File: config.mk
export PLATFORM = sky130hd
export DESIGN_NAME = gpu_noc_ni_flat
export DESIGN_NICKNAME = d
export VERILOG_FILES = /design/src/rtl/gpu_noc_pkg.sv /design/src/rtl/gpu_noc_ni_if.sv /design/src/rtl/ni_sync_fifo.sv /design/src/rtl/gpu_noc_ni.sv /design/src/flat_wrapper.sv
export SDC_FILE = /design/constraint.sdc
export NUM_CORES = 1
export LEC_CHECK = 0
export ABC_AREA = 1
export CAP_MARGIN = 20
export CORE_MARGIN = 2
export CORE_UTILIZATION = 45
export CTS_CLUSTER_DIAMETER = 80
export DETAILED_ROUTE_END_ITERATION = 12
export GPL_TIMING_DRIVEN = 0
export MAX_ROUTING_LAYER = met4
export PLACE_DENSITY_LB_ADDON = 0.3
export SYNTH_ARGS = -nofsm -noshare
export SYNTH_HDL_FRONTEND = slang
export SYNTH_HIERARCHICAL = 1
export SYNTH_SLANG_ARGS = --single-unit
File: constraint.sdc
create_clock -name clk -period 4.3 [get_ports clk]
set_input_delay 0.86 -clock clk [delete_from_list [all_inputs] [get_ports clk]]
set_output_delay 0.86 -clock clk [all_outputs]
set_load 0.02 [all_outputs]
File: src/rtl/gpu_noc_pkg.sv
// Shared constants and header helpers for the GPU network interface.
package gpu_noc_pkg;

  localparam int DEF_DATA_W     = 16;
  localparam int DEF_ID_W       = 6;
  localparam int DEF_ADDR_BASE  = 4;
  localparam int DEF_NUM_GPUS   = 32;
  localparam int DEF_FIFO_DEPTH = 8;
  localparam int DEF_CNT_W      = 16;

  // GPU 1 sits at routing address addr_base; the rest follow contiguously.
  function automatic int id_to_addr(input int id, input int addr_base);
    return id + addr_base - 1;
  endfunction

  function automatic int addr_to_id(input int addr, input int addr_base);
    return addr - addr_base + 1;
  endfunction

  function automatic bit id_legal(input int id, input int num_gpus);
    return (id >= 1) && (id <= num_gpus);
  endfunction

  // Lowest bit of the header field; everything below it is payload.
  function automatic int hdr_lsb(input int data_w, input int id_w);
    return data_w - id_w;
  endfunction

endpackage

File: src/rtl/gpu_noc_ni_if.sv
// Single valid/ready flit stream; master drives data/valid, slave drives ready.
interface gpu_noc_ni_if #(
  parameter int DATA_W = 16
);
  logic [DATA_W-1:0] data;
  logic              valid;
  logic              ready;

  modport master (output data, output valid, input ready);
  modport slave  (input data, input valid, output ready);
endinterface

File: src/rtl/ni_sync_fifo.sv
// Synchronous FIFO with occupancy count; head is the oldest entry (valid when !empty_o).
module ni_sync_fifo #(
  parameter int DATA_W = 16,
  parameter int DEPTH  = 8
) (
  input  logic                     clk,
  input  logic                     reset,
  input  logic                     push_i,
  input  logic [DATA_W-1:0]        din_i,
  input  logic                     pop_i,
  output logic                     full_o,
  output logic                     empty_o,
  output logic [$clog2(DEPTH):0]   count_o,
  output logic [DATA_W-1:0]        head_o
);

  localparam int PTR_W = $clog2(DEPTH);
  localparam int CNT_W = PTR_W + 1;
  localparam logic [CNT_W-1:0] FULL_CNT = CNT_W'(DEPTH);

  logic [DATA_W-1:0] mem_q [DEPTH];
  logic [PTR_W-1:0]  wr_ptr_q;
  logic [PTR_W-1:0]  rd_ptr_q;
  logic [CNT_W-1:0]  count_q;

  // Pointers wrap naturally because DEPTH is a power of two.
  always_ff @(posedge clk) begin
    if (reset) begin
      wr_ptr_q <= '0;
      rd_ptr_q <= '0;
      count_q  <= '0;
    end else begin
      if (push_i) wr_ptr_q <= wr_ptr_q + 1'b1;
      if (pop_i)  rd_ptr_q <= rd_ptr_q + 1'b1;
      case ({push_i, pop_i})
        2'b10:   count_q <= count_q + 1'b1;
        2'b01:   count_q <= count_q - 1'b1;
        default: count_q <= count_q;
      endcase
    end
  end

  // Storage is left unreset; contents are only observed through the count.
  always_ff @(posedge clk) begin
    if (push_i) mem_q[wr_ptr_q] <= din_i;
  end

  assign full_o  = (count_q == FULL_CNT);
  assign empty_o = (count_q == '0);
  assign count_o = count_q;
  assign head_o  = mem_q[rd_ptr_q];

endmodule

File: src/rtl/gpu_noc_ni.sv
// GPU network interface: ID<->address translation, per-direction FIFO and
// registered output stage, drop counters for illegal or misdelivered flits.
module gpu_noc_ni
  import gpu_noc_pkg::*;
#(
  parameter int GPU_ID     = 1,
  parameter int NUM_GPUS   = DEF_NUM_GPUS,
  parameter int DATA_W     = DEF_DATA_W,
  parameter int ID_W       = DEF_ID_W,
  parameter int ADDR_BASE  = DEF_ADDR_BASE,
  parameter int FIFO_DEPTH = DEF_FIFO_DEPTH,
  parameter int CNT_W      = DEF_CNT_W
) (
  input  logic                          clk,
  input  logic                          reset,
  gpu_noc_ni_if.slave                   gpu_in,
  gpu_noc_ni_if.master                  router_out,
  gpu_noc_ni_if.slave                   router_in,
  gpu_noc_ni_if.master                  gpu_out,
  output logic [CNT_W-1:0]              tx_drop_cnt,
  output logic [CNT_W-1:0]              rx_drop_cnt,
  output logic [$clog2(FIFO_DEPTH):0]   tx_level,
  output logic [$clog2(FIFO_DEPTH):0]   rx_level
);

  localparam int HDR_LSB = hdr_lsb(DATA_W, ID_W);
  localparam logic [ID_W-1:0] OWN_ADDR = ID_W'(id_to_addr(GPU_ID, ADDR_BASE));
  localparam logic [ID_W-1:0] OWN_ID   = ID_W'(addr_to_id(int'(OWN_ADDR), ADDR_BASE));

  // ---------------- egress: GPU -> router ----------------
  logic [ID_W-1:0]    tx_dest;
  logic [ID_W-1:0]    tx_addr;
  logic [HDR_LSB-1:0] tx_payload;
  logic               tx_legal;
  logic               tx_accept, tx_push, tx_drop, tx_pop;
  logic               tx_full, tx_empty;
  logic [DATA_W-1:0]  tx_head;
  logic [DATA_W-1:0]  rtr_data_q;
  logic               rtr_valid_q;
  logic [CNT_W-1:0]   tx_drop_q;

  assign tx_dest    = gpu_in.data[DATA_W-1 -: ID_W];
  assign tx_payload = gpu_in.data[HDR_LSB-1:0];
  assign tx_legal   = id_legal(int'(tx_dest), NUM_GPUS);
  assign tx_addr    = ID_W'(id_to_addr(int'(tx_dest), ADDR_BASE));

  // Ready depends only on the registered occupancy.
  assign gpu_in.ready = ~tx_full;
  assign tx_accept    = gpu_in.valid & gpu_in.ready;
  assign tx_push      = tx_accept & tx_legal;
  assign tx_drop      = tx_accept & ~tx_legal;
  assign tx_pop       = ~tx_empty & (~rtr_valid_q | router_out.ready);

  ni_sync_fifo #(.DATA_W(DATA_W), .DEPTH(FIFO_DEPTH)) u_tx_fifo (
    .clk     (clk),
    .reset   (reset),
    .push_i  (tx_push),
    .din_i   ({tx_addr, tx_payload}),
    .pop_i   (tx_pop),
    .full_o  (tx_full),
    .empty_o (tx_empty),
    .count_o (tx_level),
    .head_o  (tx_head)
  );

  // Router-side output register: reload from the FIFO or retire when accepted.
  always_ff @(posedge clk) begin
    if (reset) begin
      rtr_valid_q <= 1'b0;
      rtr_data_q  <= '0;
    end else if (tx_pop) begin
      rtr_valid_q <= 1'b1;
      rtr_data_q  <= tx_head;
    end else if (router_out.ready) begin
      rtr_valid_q <= 1'b0;
    end
  end

  // Saturating count of flits with an out-of-range destination.
  always_ff @(posedge clk) begin
    if (reset)                          tx_drop_q <= '0;
    else if (tx_drop && tx_drop_q != '1) tx_drop_q <= tx_drop_q + 1'b1;
  end

  assign router_out.valid = rtr_valid_q;
  assign router_out.data  = rtr_data_q;
  assign tx_drop_cnt      = tx_drop_q;

  // ---------------- ingress: router -> GPU ----------------
  logic [ID_W-1:0]    rx_hdr;
  logic [HDR_LSB-1:0] rx_payload;
  logic               rx_accept, rx_push, rx_drop, rx_pop;
  logic               rx_full, rx_empty;
  logic [DATA_W-1:0]  rx_head;
  logic [DATA_W-1:0]  gpu_data_q;
  logic               gpu_valid_q;
  logic [CNT_W-1:0]   rx_drop_q;

  assign rx_hdr     = router_in.data[DATA_W-1 -: ID_W];
  assign rx_payload = router_in.data[HDR_LSB-1:0];

  assign router_in.ready = ~rx_full;
  assign rx_accept       = router_in.valid & router_in.ready;
  assign rx_push         = rx_accept & (rx_hdr == OWN_ADDR);
  assign rx_drop         = rx_accept & (rx_hdr != OWN_ADDR);
  assign rx_pop          = ~rx_empty & (~gpu_valid_q | gpu_out.ready);

  ni_sync_fifo #(.DATA_W(DATA_W), .DEPTH(FIFO_DEPTH)) u_rx_fifo (
    .clk     (clk),
    .reset   (reset),
    .push_i  (rx_push),
    .din_i   ({OWN_ID, rx_payload}),
    .pop_i   (rx_pop),
    .full_o  (rx_full),
    .empty_o (rx_empty),
    .count_o (rx_level),
    .head_o  (rx_head)
  );

  // GPU-side output register: reload from the FIFO or retire when accepted.
  always_ff @(posedge clk) begin
    if (reset) begin
      gpu_valid_q <= 1'b0;
      gpu_data_q  <= '0;
    end else if (rx_pop) begin
      gpu_valid_q <= 1'b1;
      gpu_data_q  <= rx_head;
    end else if (gpu_out.ready) begin
      gpu_valid_q <= 1'b0;
    end
  end

  // Saturating count of flits whose address is not this node.
  always_ff @(posedge clk) begin
    if (reset)                          rx_drop_q <= '0;
    else if (rx_drop && rx_drop_q != '1) rx_drop_q <= rx_drop_q + 1'b1;
  end

  assign gpu_out.valid = gpu_valid_q;
  assign gpu_out.data  = gpu_data_q;
  assign rx_drop_cnt   = rx_drop_q;

endmodule

File: src/flat_wrapper.sv
// flat-port wrapper written by rule: the top's interface ports become plain ports
module gpu_noc_ni_flat import gpu_noc_pkg::*;
#(
  parameter int GPU_ID     = 1,
  parameter int NUM_GPUS   = DEF_NUM_GPUS,
  parameter int DATA_W     = DEF_DATA_W,
  parameter int ID_W       = DEF_ID_W,
  parameter int ADDR_BASE  = DEF_ADDR_BASE,
  parameter int FIFO_DEPTH = DEF_FIFO_DEPTH,
  parameter int CNT_W      = DEF_CNT_W
)
  (clk, reset, tx_drop_cnt, rx_drop_cnt, tx_level, rx_level, gpu_in_data, gpu_in_valid, gpu_in_ready, router_out_data, router_out_valid, router_out_ready, router_in_data, router_in_valid, router_in_ready, gpu_out_data, gpu_out_valid, gpu_out_ready);
  gpu_noc_ni_if #(.DATA_W(DATA_W)) gpu_in_i ();
  gpu_noc_ni_if #(.DATA_W(DATA_W)) router_out_i ();
  gpu_noc_ni_if #(.DATA_W(DATA_W)) router_in_i ();
  gpu_noc_ni_if #(.DATA_W(DATA_W)) gpu_out_i ();
  input  logic clk;
  input  logic reset;
  output logic [CNT_W-1:0] tx_drop_cnt;
  output logic [CNT_W-1:0] rx_drop_cnt;
  output logic [$clog2(FIFO_DEPTH):0] tx_level;
  output logic [$clog2(FIFO_DEPTH):0] rx_level;
  input wire logic [$bits(gpu_in_i.data)-1:0] gpu_in_data;
  input wire logic [$bits(gpu_in_i.valid)-1:0] gpu_in_valid;
  output wire logic [$bits(gpu_in_i.ready)-1:0] gpu_in_ready;
  output wire logic [$bits(router_out_i.data)-1:0] router_out_data;
  output wire logic [$bits(router_out_i.valid)-1:0] router_out_valid;
  input wire logic [$bits(router_out_i.ready)-1:0] router_out_ready;
  input wire logic [$bits(router_in_i.data)-1:0] router_in_data;
  input wire logic [$bits(router_in_i.valid)-1:0] router_in_valid;
  output wire logic [$bits(router_in_i.ready)-1:0] router_in_ready;
  output wire logic [$bits(gpu_out_i.data)-1:0] gpu_out_data;
  output wire logic [$bits(gpu_out_i.valid)-1:0] gpu_out_valid;
  input wire logic [$bits(gpu_out_i.ready)-1:0] gpu_out_ready;
  assign gpu_in_i.data = gpu_in_data;
  assign gpu_in_i.valid = gpu_in_valid;
  assign gpu_in_ready = gpu_in_i.ready;
  assign router_out_data = router_out_i.data;
  assign router_out_valid = router_out_i.valid;
  assign router_out_i.ready = router_out_ready;
  assign router_in_i.data = router_in_data;
  assign router_in_i.valid = router_in_valid;
  assign router_in_ready = router_in_i.ready;
  assign gpu_out_data = gpu_out_i.data;
  assign gpu_out_valid = gpu_out_i.valid;
  assign gpu_out_i.ready = gpu_out_ready;
  gpu_noc_ni #(.GPU_ID(GPU_ID), .NUM_GPUS(NUM_GPUS), .DATA_W(DATA_W), .ID_W(ID_W), .ADDR_BASE(ADDR_BASE), .FIFO_DEPTH(FIFO_DEPTH), .CNT_W(CNT_W)) u_core (.clk(clk), .reset(reset), .gpu_in(gpu_in_i), .router_out(router_out_i), .router_in(router_in_i), .gpu_out(gpu_out_i), .tx_drop_cnt(tx_drop_cnt), .rx_drop_cnt(rx_drop_cnt), .tx_level(tx_level), .rx_level(rx_level));
endmodule
==> results of run 1 <==
==> worst paths after layout <==
path                                               to  slack [ns]                                     start
max           u_core/u_tx_fifo/mem_q[6][15]$_DFFE_PP_        0.54                           gpu_in_data[10]
min              u_core/router_out.valid$_SDFFE_PP0P_        0.48      u_core/router_out.valid$_SDFFE_PP0P_
max reg2reg  u_core/u_tx_fifo/count_o[2]$_SDFFE_PP0P_        1.09  u_core/u_tx_fifo/count_o[0]$_SDFFE_PP0P_
min reg2reg      u_core/router_out.valid$_SDFFE_PP0P_        0.48      u_core/router_out.valid$_SDFFE_PP0P_
==> final cells by class <==
| type | count | area [um2] |
|---|---|---|
| well taps | 402 | 503 |
| flip-flops and latches | 348 | 9530 |
| inverters | 74 | 283 |
| plain buffers | 62 | 393 |
| repair buffers | 122 | 1250 |
| fillers | 2679 | 13900 |
| clock buffers | 42 | 997 |
| clock inverters | 28 | 256 |
| multi-input cells | 959 | 4570 |
==> cells in the mapped netlist, types with 19 or more instances <==
master,count,share of area
nand2_1,249,0.064
o21ai_0,137,0.047
o22ai_1,32,0.014
dfxtp_1,92,0.13
edfxtp_1,256,0.53
mux2i_1,32,0.022
nor2_1,277,0.071
o21ai_1,34,0.012
a21oi_1,42,0.014
inv_1,72,0.019
buf_2,19,0.0065
nand3_1,28,0.0096
==> kinds of logic (layout without fill, tap and decap cells) <==
group,Yosys count,after routing,share of synthesized area
AO/OA/AOI/OAI,251,251,0.0900
buffers and inverters,136,328,0.0464
AND/OR/NAND/NOR,592,592,0.161
flip-flops,348,348,0.654
multiplexers,32,32,0.0220
adder cells (fa/ha/maj),15,15,0.0129
other,2,48,0.000516
XOR/XNOR,21,21,0.0126
==> critical path, cell delays in order <==
cell             delay (ns)
clkdlybuf4s50_1        0.50
inv_1                  0.15
ha_1                   0.26
inv_1                  0.08
nor2_1                 0.05
nand3_1                0.09
nand2_2                0.14
nor3_1                 0.40
inv_1                  0.21
or2_2                  0.39
nor2_2                 0.77
==> per-stage QoR <==
stage	total power (uW)	hold WS, ns	setup WS, ns	util
finish	10400	0.482	0.538	0.561
global route	10900	0.508	0.247	0.561
CTS	10400	0.488	0.526	0.561
detailed placement	7200	0.478	-0.0179	0.521
global placement	7130	0.468	-0.522	0.516
floorplan	6050	0.470	0.996	-
==> per-layer routing <==
metal / GRT usage / wire [um] / up-vias
met1: 0.254 / 14400 / 4990
li1: - / - / 5137
met4: 0.0714 / 1030 / 0
met5: - / 0 / -
met3: 0.0359 / 1990 / 73
met2: 0.365 / 17200 / 305
==> power by group <==
group	total (uW)	switching [uW]	internal (uW)
combinational	3120	1960	1160
sequential	4030	166	3860
clock	3230	1310	1920
==> cells in the final DEF, fill, tap and decap left out, types with 7 or more instances in the layout <==
cell type        count
dfxtp_1             92
clkbuf_1            20
buf_8                7
nor2_2              25
o21ai_1             34
buf_6               16
nor2_1             261
o22ai_1             32
inv_1               72
clkinv_1            10
clkdlybuf4s50_1    113
edfxtp_1           256
clkbuf_16           39
xor2_1              10
buf_2               19
nand4_1              8
mux2i_1             32
clkinv_2            10
o21ai_0            137
nand3_1             28
conb_1              48
xnor2_1             11
nand2_1            249
a21oi_1             42
ha_1                15
nor3_1               9
==> sequential cells by signal, indices dropped and copies added (netlist names), named ones only <==
register,flops
u_core/u_rx_fifo/mem_q,128
u_core/gpu_out.valid,1
u_core/u_rx_fifo/count_o,4
u_core/gpu_out.data,16
u_core/router_out.data,16
u_core/tx_drop_cnt,16
u_core/u_tx_fifo/rd_ptr_q,3
u_core/u_tx_fifo/count_o,4
u_core/u_rx_fifo/wr_ptr_q,3
u_core/rx_drop_cnt,16
u_core/u_tx_fifo/mem_q,128
u_core/router_out.valid,1
u_core/u_tx_fifo/wr_ptr_q,3
u_core/u_rx_fifo/rd_ptr_q,3
==> impl_results.rst, run 1 <==
.. list-table::
   :header-rows: 1

   * - Metric
     - Value
   * - Run status
     - finished, final reports clean
   * - Critical Path Source Type
     - input pin
   * - Ratio of final minimum period to clock period
     - 0.875
   * - Placed insts
     - 1967
   * - Most used flip-flop cell after synthesis
     - edfxtp_1
   * - Global-route wire length before repair
     - 53900 um
   * - Pwr/cell area
     - 583 nW/um2
   * - Routability congestion estimate
     - 0.842
   * - Final max-slew violation count
     - 0
   * - Length of the first detailed-routing pass in iterations
     - 6
   * - DRC Markers
     - 0
   * - Number of global-route vias before repair
     - 10187
   * - Transition time at the pin with the least slew margin
     - 1.01 ns
   * - Clock latency on the worst-skew pair
     - 0.53 ns
   * - Nets
     - 1658
   * - Max capacitance violation total
     - 0
   * - H-tree lvl count
     - 2
   * - TritonCTS clock tree
     - done
   * - Number of diodes added for antenna fixing
     - 0
   * - Routed vias
     - 10505
   * - Final period demand of the worst path
     - 3.76 ns
   * - Critical path endpoint category
     - register
   * - Post-CTS setup buffer count
     - 0
   * - X dimension of the die
     - ~180 um
   * - Per-instance average area after synthesis
     - 10.4 um2
   * - CTS clock-pin slew for the worst setup and hold paths
     - 0.06 ns
   * - Clock tree root driver cell
     - clkbuf_16
   * - Overflow after GRT
     - 0
   * - Number of storage elements in the synthesis netlist
     - 348
   * - First DRT Iteration DRCs
     - 774
   * - Sequential fraction of the synthesis area
     - 0.654
   * - Headroom to the max-slew limit
     - 0.325
   * - Number of enable-type register cells in the synthesized netlist
     - ~260
   * - Number of gates resized after cts
     - 0
   * - Worst Skew
     - 0.0294 ns
   * - Final Instance Count excl. Fillers
     - 2037
   * - Vertical die dimension
     - 184 um
   * - Total non-filler cell area in the finished layout
     - 17800 um2
   * - Yosys warns
     - 6
   * - RSZ-0062 raised after global routing
     - false
   * - Mean routed wirelength per cell
     - 17.0 um
   * - CORE AREA
     - 31700 um2
   * - CP Max Fanout
     - 16
   * - TritonCTS Sinks
     - 348
   * - Total Wirelength
     - around 35000 um
   * - Post-synth design cell area
     - 14600 um2
   * - Number of failing setup endpoints in the final timing report
     - 0
   * - Worst R2R Path Depth
     - 14
   * - Worst supply voltage drop on vdd
     - 0.376 mV
   * - Post-route ant nets
     - 0
   * - Cell count after synthesis
     - 1397
   * - Total CTS buffers
     - 38
   * - Type of the worst min-delay path
     - register to register
   * - Number of hold violations in the final report
     - 0
   * - Post-synth ARST share
     - 0
   * - DIE AREA
     - between 30000 and 40000 um2
   * - Leakage power
     - 0.00653 uW
   * - Number of top-level design ports
     - 114
   * - Hold path depth
     - 2
   * - Library cells used by synthesis
     - 33
   * - Number of cell rows
     - 65
   * - Required time of the critical path
     - 4.44 ns
   * - Synth-to-layout area growth
     - 22.1%
   * - Port Buf Inserts
     - between 100 and 150
   * - Routed vias/inst
     - 5.16
   * - Clock buffer depth
     - 3
   * - Kind of critical path
     - input pin to register
   * - DP Wirelength
     - roughly 23000 um
   * - Crit path arrival time
     - 3.90 ns
   * - Cell area after placement
     - 16500 um2
   * - Fraction of final layout cells with drive strength greater than 1
     - 0.0875
   * - Global-route total usage across every layer
     - 0.213
   * - Number of buffers inserted by hold repair at cts
     - 0
   * - Number of antenna violations at the first check in global routing
     - 0
   * - Maximum number of pins on one net before global-route repair
     - 17
   * - Initial core utilization
     - 0.459
   * - Setup_tns
     - 0 ns
   * - Maximum clock rate
     - 266 MHz
Power figures use the tool's default switching activity.
==> run 2: changes to the inputs <==
--- a/config.mk
+++ b/config.mk
@@ -7,7 +7,7 @@
 export LEC_CHECK = 0
 export ABC_AREA = 1
 export CAP_MARGIN = 20
-export CORE_MARGIN = 2
+export CORE_MARGIN = 3
 export CORE_UTILIZATION = 45
 export CTS_CLUSTER_DIAMETER = 80
 export DETAILED_ROUTE_END_ITERATION = 12
==> impl_results.rst, run 2 (same netlist as run 1, synthesis figures left out) <==
.. list-table::
   :header-rows: 1

   * - Metric
     - Value
   * - Critical Path Source Type
     - input pin (unchanged)
   * - Routed vias/inst
     - 5.15 (was 5.16)
   * - Top library cells by usage in the layout, fill and taps aside
     - nor2_1, edfxtp_1, nand2_1 (unchanged)
   * - Total Wirelength
     - 34700 um (about the same)
   * - Headroom to the max-slew limit
     - 0.336 (was 0.325)
   * - Transition time at the pin with the least slew margin
     - 0.996 ns (was 1.01 ns)
   * - Critical path endpoint category
     - register (unchanged)
   * - Net Switching
     - 3420 uW (was 3440 uW)
   * - Fill cells
     - 2698 (was 2679)
   * - Length of the first detailed-routing pass in iterations
     - 5 (was 6)
   * - Reg-to-reg critical path startpoint
     - u_core/u_rx_fifo/count_o[1]$_SDFFE_PP0P_ (was u_core/u_tx_fifo/count_o[0]$_SDFFE_PP0P_)
   * - CP Max Fanout
     - 16 (unchanged)
   * - DP Wirelength
     - 23300 um (about the same)
   * - Number of failing setup endpoints in the final timing report
     - 0 (unchanged)
   * - Pwr/cell area
     - 578 nW/um2 (was 583 nW/um2)
   * - TritonCTS clock tree
     - done (unchanged)
   * - Share of total power in sequential cells
     - 0.392 (was 0.388)
   * - Number of gates resized after cts
     - 0 (unchanged)
   * - Overflow after GRT
     - 0 (unchanged)
   * - Most common cell after layout, fill and taps aside
     - nor2_1 (unchanged)
   * - Cell area after placement
     - 16600 um2 (was 16500 um2)
   * - Number of global-route vias before repair
     - 10379 (was 10187)
   * - Placed insts
     - 1968 (was 1967)
   * - Largest registers
     - u_core/u_rx_fifo/mem_q: 128 flops, u_core/u_tx_fifo/mem_q: 128 flops (unchanged)
   * - H-tree lvl count
     - 2 (unchanged)
   * - RSZ-0062 raised after global routing
     - false (unchanged)
   * - Post-route ant nets
     - 0 (unchanged)
   * - Hold Crit Endpoint
     - u_core/router_out.valid$_SDFFE_PP0P_ (unchanged)
   * - Number of hold violations in the final report
     - 0 (unchanged)
   * - Post-CTS setup buffer count
     - 0 (unchanged)
   * - Number of top-level design ports
     - 114 (unchanged)
   * - Number of cell rows
     - 65 (unchanged)
   * - Final period demand of the worst path
     - 3.75 ns (was 3.76 ns)
   * - Clock latency on the worst-skew pair
     - 0.53 ns (about the same)
   * - CTS clock-pin slew for the worst setup and hold paths
     - 0.06 ns (about the same)
   * - First DRT Iteration DRCs
     - 767 (was 774)
   * - Origin of the worst min-delay path
     - u_core/router_out.valid$_SDFFE_PP0P_ (unchanged)
   * - Vertical die dimension
     - 186 um (was 184 um)
   * - Area of the multi-input gates
     - 4570 um2 (unchanged)
   * - Max capacitance violation total
     - 0 (unchanged)
   * - Switching share of power
     - 0.333 (was 0.331)
   * - X dimension of the die
     - 186 um (was 184 um)
   * - Global-route wire length before repair
     - 54400 um (was 53900 um)
   * - DIE AREA
     - 34600 um2 (was 33800 um2)
   * - Ratio of final minimum period to clock period
     - 0.871 (was 0.875)
   * - Number of diodes added for antenna fixing
     - 0 (unchanged)
   * - Worst supply voltage drop on vdd
     - 0.356 mV (was 0.376 mV)
   * - Register area
     - 9530 um2 (unchanged)
   * - Cell-internal power
     - 6840 uW (was 6940 uW)
   * - Worst R2R Setup Slack
     - 0.94 ns (was 1.09 ns)
   * - Worst Skew
     - 0.0155 ns (was 0.0294 ns)
   * - Initial core utilization
     - 0.459 (unchanged)
   * - Overall power
     - 10300 uW (was 10400 uW)
   * - Number of buffers inserted by hold repair at cts
     - 0 (unchanged)
   * - Kind of critical path
     - input pin to register (unchanged)
   * - Combinational group share of total power
     - 0.305 (was 0.301)
   * - Clock tree root driver cell
     - clkbuf_16 (unchanged)
   * - Maximum number of pins on one net before global-route repair
     - 17 (unchanged)
   * - CORE AREA
     - 31700 um2 (unchanged)
   * - Type of the worst min-delay path
     - register to register (unchanged)
   * - Routability congestion estimate
     - 0.864 (was 0.842)
   * - Final max-slew violation count
     - 0 (unchanged)
   * - Clock Power Share
     - 0.303 (was 0.311)
   * - Final Instance Count excl. Fillers
     - 2038 (was 2037)
   * - Synth-to-layout area growth
     - 22.0% (was 22.1%)
   * - Maximum clock rate
     - 267 MHz (was 266 MHz)
   * - Setup_tns
     - 0 ns (unchanged)
   * - Routed vias
     - 10495 (was 10505)
   * - Required time of the critical path
     - 4.44 ns (about the same)
   * - Total CTS buffers
     - 38 (unchanged)
   * - Total non-filler cell area in the finished layout
     - 17800 um2 (about the same)
   * - Worst r2r dst
     - u_core/u_rx_fifo/count_o[2]$_SDFFE_PP0P_ (was u_core/u_tx_fifo/count_o[2]$_SDFFE_PP0P_)
   * - Fraction of final layout cells with drive strength greater than 1
     - 0.0880 (was 0.0875)
   * - Port Buf Inserts
     - 113 (unchanged)
   * - Mean routed wirelength per cell
     - 17.0 um (about the same)
   * - Global-route total usage across every layer
     - 0.207 (was 0.213)
   * - TritonCTS Sinks
     - 348 (unchanged)
   * - Clock buffer depth
     - 3 (unchanged)
   * - Worst R2R Path Depth
     - 14 (unchanged)
   * - Leakage power
     - 0.00652 uW (was 0.00653 uW)
   * - Nets
     - 1659 (was 1658)
   * - Hold path depth
     - 2 (unchanged)
   * - DRC Markers
     - 0 (unchanged)
   * - Crit path arrival time
     - 3.89 ns (was 3.90 ns)
   * - Number of antenna violations at the first check in global routing
     - 0 (unchanged)
   * - Run status
     - finished, final reports clean (unchanged)
-- run 2: cell types whose count changed in the layout (fill, tap and decap cells not counted), sizes merged --
| cell | before | now |
|---|---|---|
| bufinv | 4 | 1 |
| buf | 49 | 50 |
| inv | 74 | 78 |
| clkbuf | 64 | 75 |
| clkinv | 23 | 11 |
-- run 2: worst max-delay path, stage by stage --
cell,delay (ns)
clkdlybuf4s50_1,0.50
inv_1,0.15
ha_1,0.27
inv_1,0.08
nor2_1,0.04
nand3_1,0.08
nand2_2,0.14
nor3_1,0.40
inv_1,0.21
or2_2,0.39
nor2_2,0.77
-- run 2: cell type report --
| cell class | instances | share of cell area |
|---|---|---|
| Buffer | 62 | 0.0221 |
| Timing Repair Buffer | 123 | 0.0719 |
| Inverter | 74 | 0.0159 |
| Multi-Input combinational cell | 959 | 0.257 |
| Sequential cell | 348 | 0.536 |
| Clock inverter | 17 | 0.00782 |
| Tap cell | 402 | 0.0283 |
| Clock buffer | 53 | 0.0601 |
-- run 2: per-layer routing --
metal  wire (um)  GRT usage  up-vias
met1       14600      0.256     4944
met2       17200      0.351      333
met5           0          -        -
li1            -          -     5152
met4         989     0.0679        0
met3        2020     0.0321       66
-- run 2: power groups by stage --
stage          Combinational, uW  Clock [uW]  Sequential, uW
2_1_floorplan               1780           0            4280
3_3_place_gp                3050           0            4080
3_5_place_dp                3100           0            4090
4_1_cts                     3120        3180            4020
5_1_grt                     3450        3320            4050
6_report                    3130        3110            4020
-- run 2: how the worst max path moves through the flow --
stage | startpoint | slack [ns] | to
finish | gpu_in_data[10] | 0.55 | u_core/u_tx_fifo/mem_q[6][1]$_DFFE_PP_
global route | gpu_in_data[10] | 0.32 | u_core/u_tx_fifo/mem_q[6][1]$_DFFE_PP_
CTS | gpu_in_data[10] | 0.54 | u_core/u_tx_fifo/mem_q[6][1]$_DFFE_PP_
detailed placement | gpu_in_data[10] | -0.01 | u_core/u_tx_fifo/mem_q[6][10]$_DFFE_PP_
global placement | gpu_in_data[10] | -0.56 | u_core/u_tx_fifo/mem_q[0][8]$_DFFE_PP_
floorplan | gpu_in_data[10] | 1.0 | u_core/u_tx_fifo/mem_q[0][0]$_DFFE_PP_
-- run 2: stage by stage --
step	setup slack (ns)	hold WS (ns)	utilization
after floorplan	0.996	0.470	-
after global placement	-0.559	0.468	0.516
after detailed placement	-0.0146	0.474	0.522
after CTS	0.542	0.482	0.560
after global routing	0.319	0.510	0.560
final	0.555	0.479	0.560
==> run 3: changes to the inputs <==
--- a/config.mk
+++ b/config.mk
@@ -7,7 +7,7 @@
 export LEC_CHECK = 0
 export ABC_AREA = 1
 export CAP_MARGIN = 20
-export CORE_MARGIN = 3
+export CORE_MARGIN = 4
 export CORE_UTILIZATION = 45
 export CTS_CLUSTER_DIAMETER = 80
 export DETAILED_ROUTE_END_ITERATION = 12
==> impl_results.rst, run 3 (same netlist as run 1, synthesis figures left out) <==
.. list-table::
   :header-rows: 1

   * - Metric
     - Value
   * - Run status
     - finished, final reports clean (unchanged)
   * - Post-route ant nets
     - 0 (unchanged)
   * - RSZ-0062 raised after global routing
     - false (unchanged)
   * - Routed vias/inst
     - 5.16 (was 5.15)
   * - Ratio of final minimum period to clock period
     - 0.889 (was 0.871)
   * - Number of antenna violations at the first check in global routing
     - 0 (unchanged)
   * - Worst Hold Margin
     - 0.489 ns (was 0.479 ns)
   * - CORE AREA
     - 31700 um2 (unchanged)
   * - Clock buffer depth
     - 3 (unchanged)
   * - CTS clock-pin slew for the worst setup and hold paths
     - 0.06 ns (about the same)
   * - Clock latency on the worst-skew pair
     - 0.53 ns (about the same)
   * - Mean routed wirelength per cell
     - 17.0 um (about the same)
   * - Initial core utilization
     - 0.459 (unchanged)
   * - Reg-to-reg critical path startpoint
     - u_core/u_rx_fifo/count_o[1]$_SDFFE_PP0P_ (unchanged)
   * - Maximum number of pins on one net before global-route repair
     - 17 (unchanged)
   * - Nets
     - 1658 (was 1659)
   * - DRC Markers
     - 0 (unchanged)
   * - Port Buf Inserts
     - 113 (unchanged)
   * - Routability congestion estimate
     - 0.852 (was 0.864)
   * - Number of cell rows
     - 65 (unchanged)
   * - Number of global-route vias before repair
     - 10287 (was 10379)
   * - Leakage power
     - 0.00650 uW (was 0.00652 uW)
   * - TritonCTS clock tree
     - done (unchanged)
   * - Maximum clock rate
     - 262 MHz (was 267 MHz)
   * - Type of the worst min-delay path
     - register to register (unchanged)
   * - Crit path arrival time
     - 3.95 ns (was 3.89 ns)
   * - Worst r2r dst
     - u_core/u_rx_fifo/count_o[2]$_SDFFE_PP0P_ (unchanged)
   * - Routed vias
     - 10510 (was 10495)
   * - Max capacitance violation total
     - 0 (unchanged)
   * - Critical path endpoint category
     - register (unchanged)
   * - Required time of the critical path
     - 4.43 ns (was 4.44 ns)
   * - Vertical die dimension
     - 188 um (was 186 um)
   * - Kind of critical path
     - input pin to register (unchanged)
   * - Combinational group share of total power
     - 0.306 (was 0.305)
   * - Net Switching
     - 3410 uW (was 3420 uW)
   * - Fraction of final layout cells with drive strength greater than 1
     - 0.0820 (was 0.0880)
   * - Number of failing setup endpoints in the final timing report
     - 0 (unchanged)
   * - Total CTS buffers
     - 38 (unchanged)
   * - Worst R2R Setup Slack
     - 1.01 ns (was 0.94 ns)
   * - Hold path depth
     - 2 (unchanged)
   * - Global-route wire length before repair
     - 55000 um (was 54400 um)
   * - Share of total power in sequential cells
     - 0.392 (about the same)
   * - DP Wirelength
     - 23100 um (was 23300 um)
   * - First DRT Iteration DRCs
     - 753 (was 767)
   * - Transition time at the pin with the least slew margin
     - 1.05 ns (was 0.996 ns)
   * - Number of top-level design ports
     - 114 (unchanged)
   * - Overflow after GRT
     - 0 (unchanged)
   * - Worst supply voltage drop on vdd
     - 0.484 mV (was 0.356 mV)
   * - Synth-to-layout area growth
     - 21.8% (was 22.0%)
   * - Total Wirelength
     - 34600 um (was 34700 um)
   * - Switching share of power
     - 0.332 (was 0.333)
   * - Worst Skew
     - 0.0277 ns (was 0.0155 ns)
   * - Hold Crit Endpoint
     - u_core/router_out.valid$_SDFFE_PP0P_ (unchanged)
   * - Clock tree root driver cell
     - clkbuf_16 (unchanged)
   * - Clock Power Share
     - 0.302 (was 0.303)
   * - Global-route total usage across every layer
     - 0.199 (was 0.207)
   * - Top library cells by usage in the layout, fill and taps aside
     - nor2_1, edfxtp_1, nand2_1 (unchanged)
   * - TritonCTS Sinks
     - 348 (unchanged)
   * - Number of buffers inserted by hold repair at cts
     - 0 (unchanged)
   * - Number of diodes added for antenna fixing
     - 0 (unchanged)
   * - DIE AREA
     - 35300 um2 (was 34600 um2)
   * - Final period demand of the worst path
     - 3.82 ns (was 3.75 ns)
   * - H-tree lvl count
     - 2 (unchanged)
   * - Length of the first detailed-routing pass in iterations
     - 5 (unchanged)
   * - Post-CTS setup buffer count
     - 0 (unchanged)
   * - Timing startpoint of the critical path
     - gpu_in_data[10] (unchanged)
   * - X dimension of the die
     - 188 um (was 186 um)
   * - Most common cell after layout, fill and taps aside
     - nor2_1 (unchanged)
   * - Final max-slew violation count
     - 0 (unchanged)
   * - Number of hold violations in the final report
     - 0 (unchanged)
   * - Largest registers
     - u_core/u_rx_fifo/mem_q: 128 flops, u_core/u_tx_fifo/mem_q: 128 flops (unchanged)
   * - Worst R2R Path Depth
     - 14 (unchanged)
   * - Pwr/cell area
     - 579 nW/um2 (was 578 nW/um2)
   * - Headroom to the max-slew limit
     - 0.296 (was 0.336)
   * - Origin of the worst min-delay path
     - u_core/router_out.valid$_SDFFE_PP0P_ (unchanged)
   * - Critical Path Source Type
     - input pin (unchanged)
   * - CP Max Fanout
     - 16 (unchanged)
   * - Number of gates resized after cts
     - 0 (unchanged)
   * - Post-layout util
     - 0.559 (was 0.560)
   * - Cell-internal power
     - 6860 uW (was 6840 uW)
## run 3: cell count changes in the layout (fill, tap and decap cells not counted)
| cell | previous run | this run |
|---|---|---|
| clkbuf_1 | 28 | 29 |
| clkinv_8 | 0 | 2 |
| nor2_1 | 261 | 262 |
| clkinvlp_4 | 1 | 0 |
| bufinv_16 | 1 | 2 |
| clkbuf_8 | 4 | 2 |
| clkinv_2 | 9 | 3 |
| clkinv_1 | 2 | 9 |
| buf_6 | 14 | 16 |
| nor2_2 | 25 | 24 |
| clkinv_4 | 0 | 1 |
| buf_8 | 10 | 7 |
| inv_6 | 2 | 0 |
| inv_16 | 1 | 0 |
## run 3: power groups by stage
stage	Sequential, uW	Combinational, uW	Clock (uW)
floorplan	4280	1780	0
global placement	4080	3060	0
detailed placement	4090	3130	0
CTS	4020	3150	3170
global route	4050	3480	3310
finish	4020	3140	3100
## run 3: metal layers
metal	wire [um]	GRT usage
met1	14500	0.253
met2	17100	0.336
met4	763	0.0576
met3	2210	0.0268
met5	0	-
## run 3: metrics by stage
step                      instances  area [um2]  setup slack (ns)  power [uW]  setup TNS [ns]
after floorplan                1443       14700             0.996        6050               0
after global placement         1958       16400            -0.550        7140          -34.49
after detailed placement       1967       16500           -0.0256        7210          -0.383
after CTS                      2037       17700             0.505       10300               0
after global routing           2037       17700             0.169       10800               0
final                          2037       17700             0.479       10300               0
## run 3: layout make-up
| cell class | instances | area [um2] |
|---|---|---|
| plain buffers | 62 | 393 |
| well taps | 402 | 503 |
| clock inverters | 18 | 161 |
| clock buffers | 52 | 1040 |
| multi-input cells | 959 | 4570 |
| fillers | 2693 | 14000 |
| flip-flops and latches | 348 | 9530 |
| inverters | 74 | 283 |
| repair buffers | 122 | 1250 |
## run 3: how the worst max path moves through the flow
| stage | to |
|---|---|
| 3_5_place_dp | u_core/u_tx_fifo/mem_q[4][9]$_DFFE_PP_ |
| 5_1_grt | u_core/u_tx_fifo/mem_q[4][1]$_DFFE_PP_ |
| 4_1_cts | u_core/u_tx_fifo/mem_q[4][2]$_DFFE_PP_ |
| 2_1_floorplan | u_core/u_tx_fifo/mem_q[0][0]$_DFFE_PP_ |
| 3_3_place_gp | u_core/u_tx_fifo/mem_q[0][8]$_DFFE_PP_ |
| 6_report | u_core/u_tx_fifo/mem_q[4][15]$_DFFE_PP_ |
## run 3: critical path, stage by stage
cell	delay (ns)
clkdlybuf4s50_1	0.50
inv_1	0.16
ha_1	0.27
inv_1	0.08
nor2_1	0.04
nand3_1	0.08
nand2_2	0.13
nor3_1	0.40
inv_1	0.21
or2_2	0.39
nor2_2	0.82
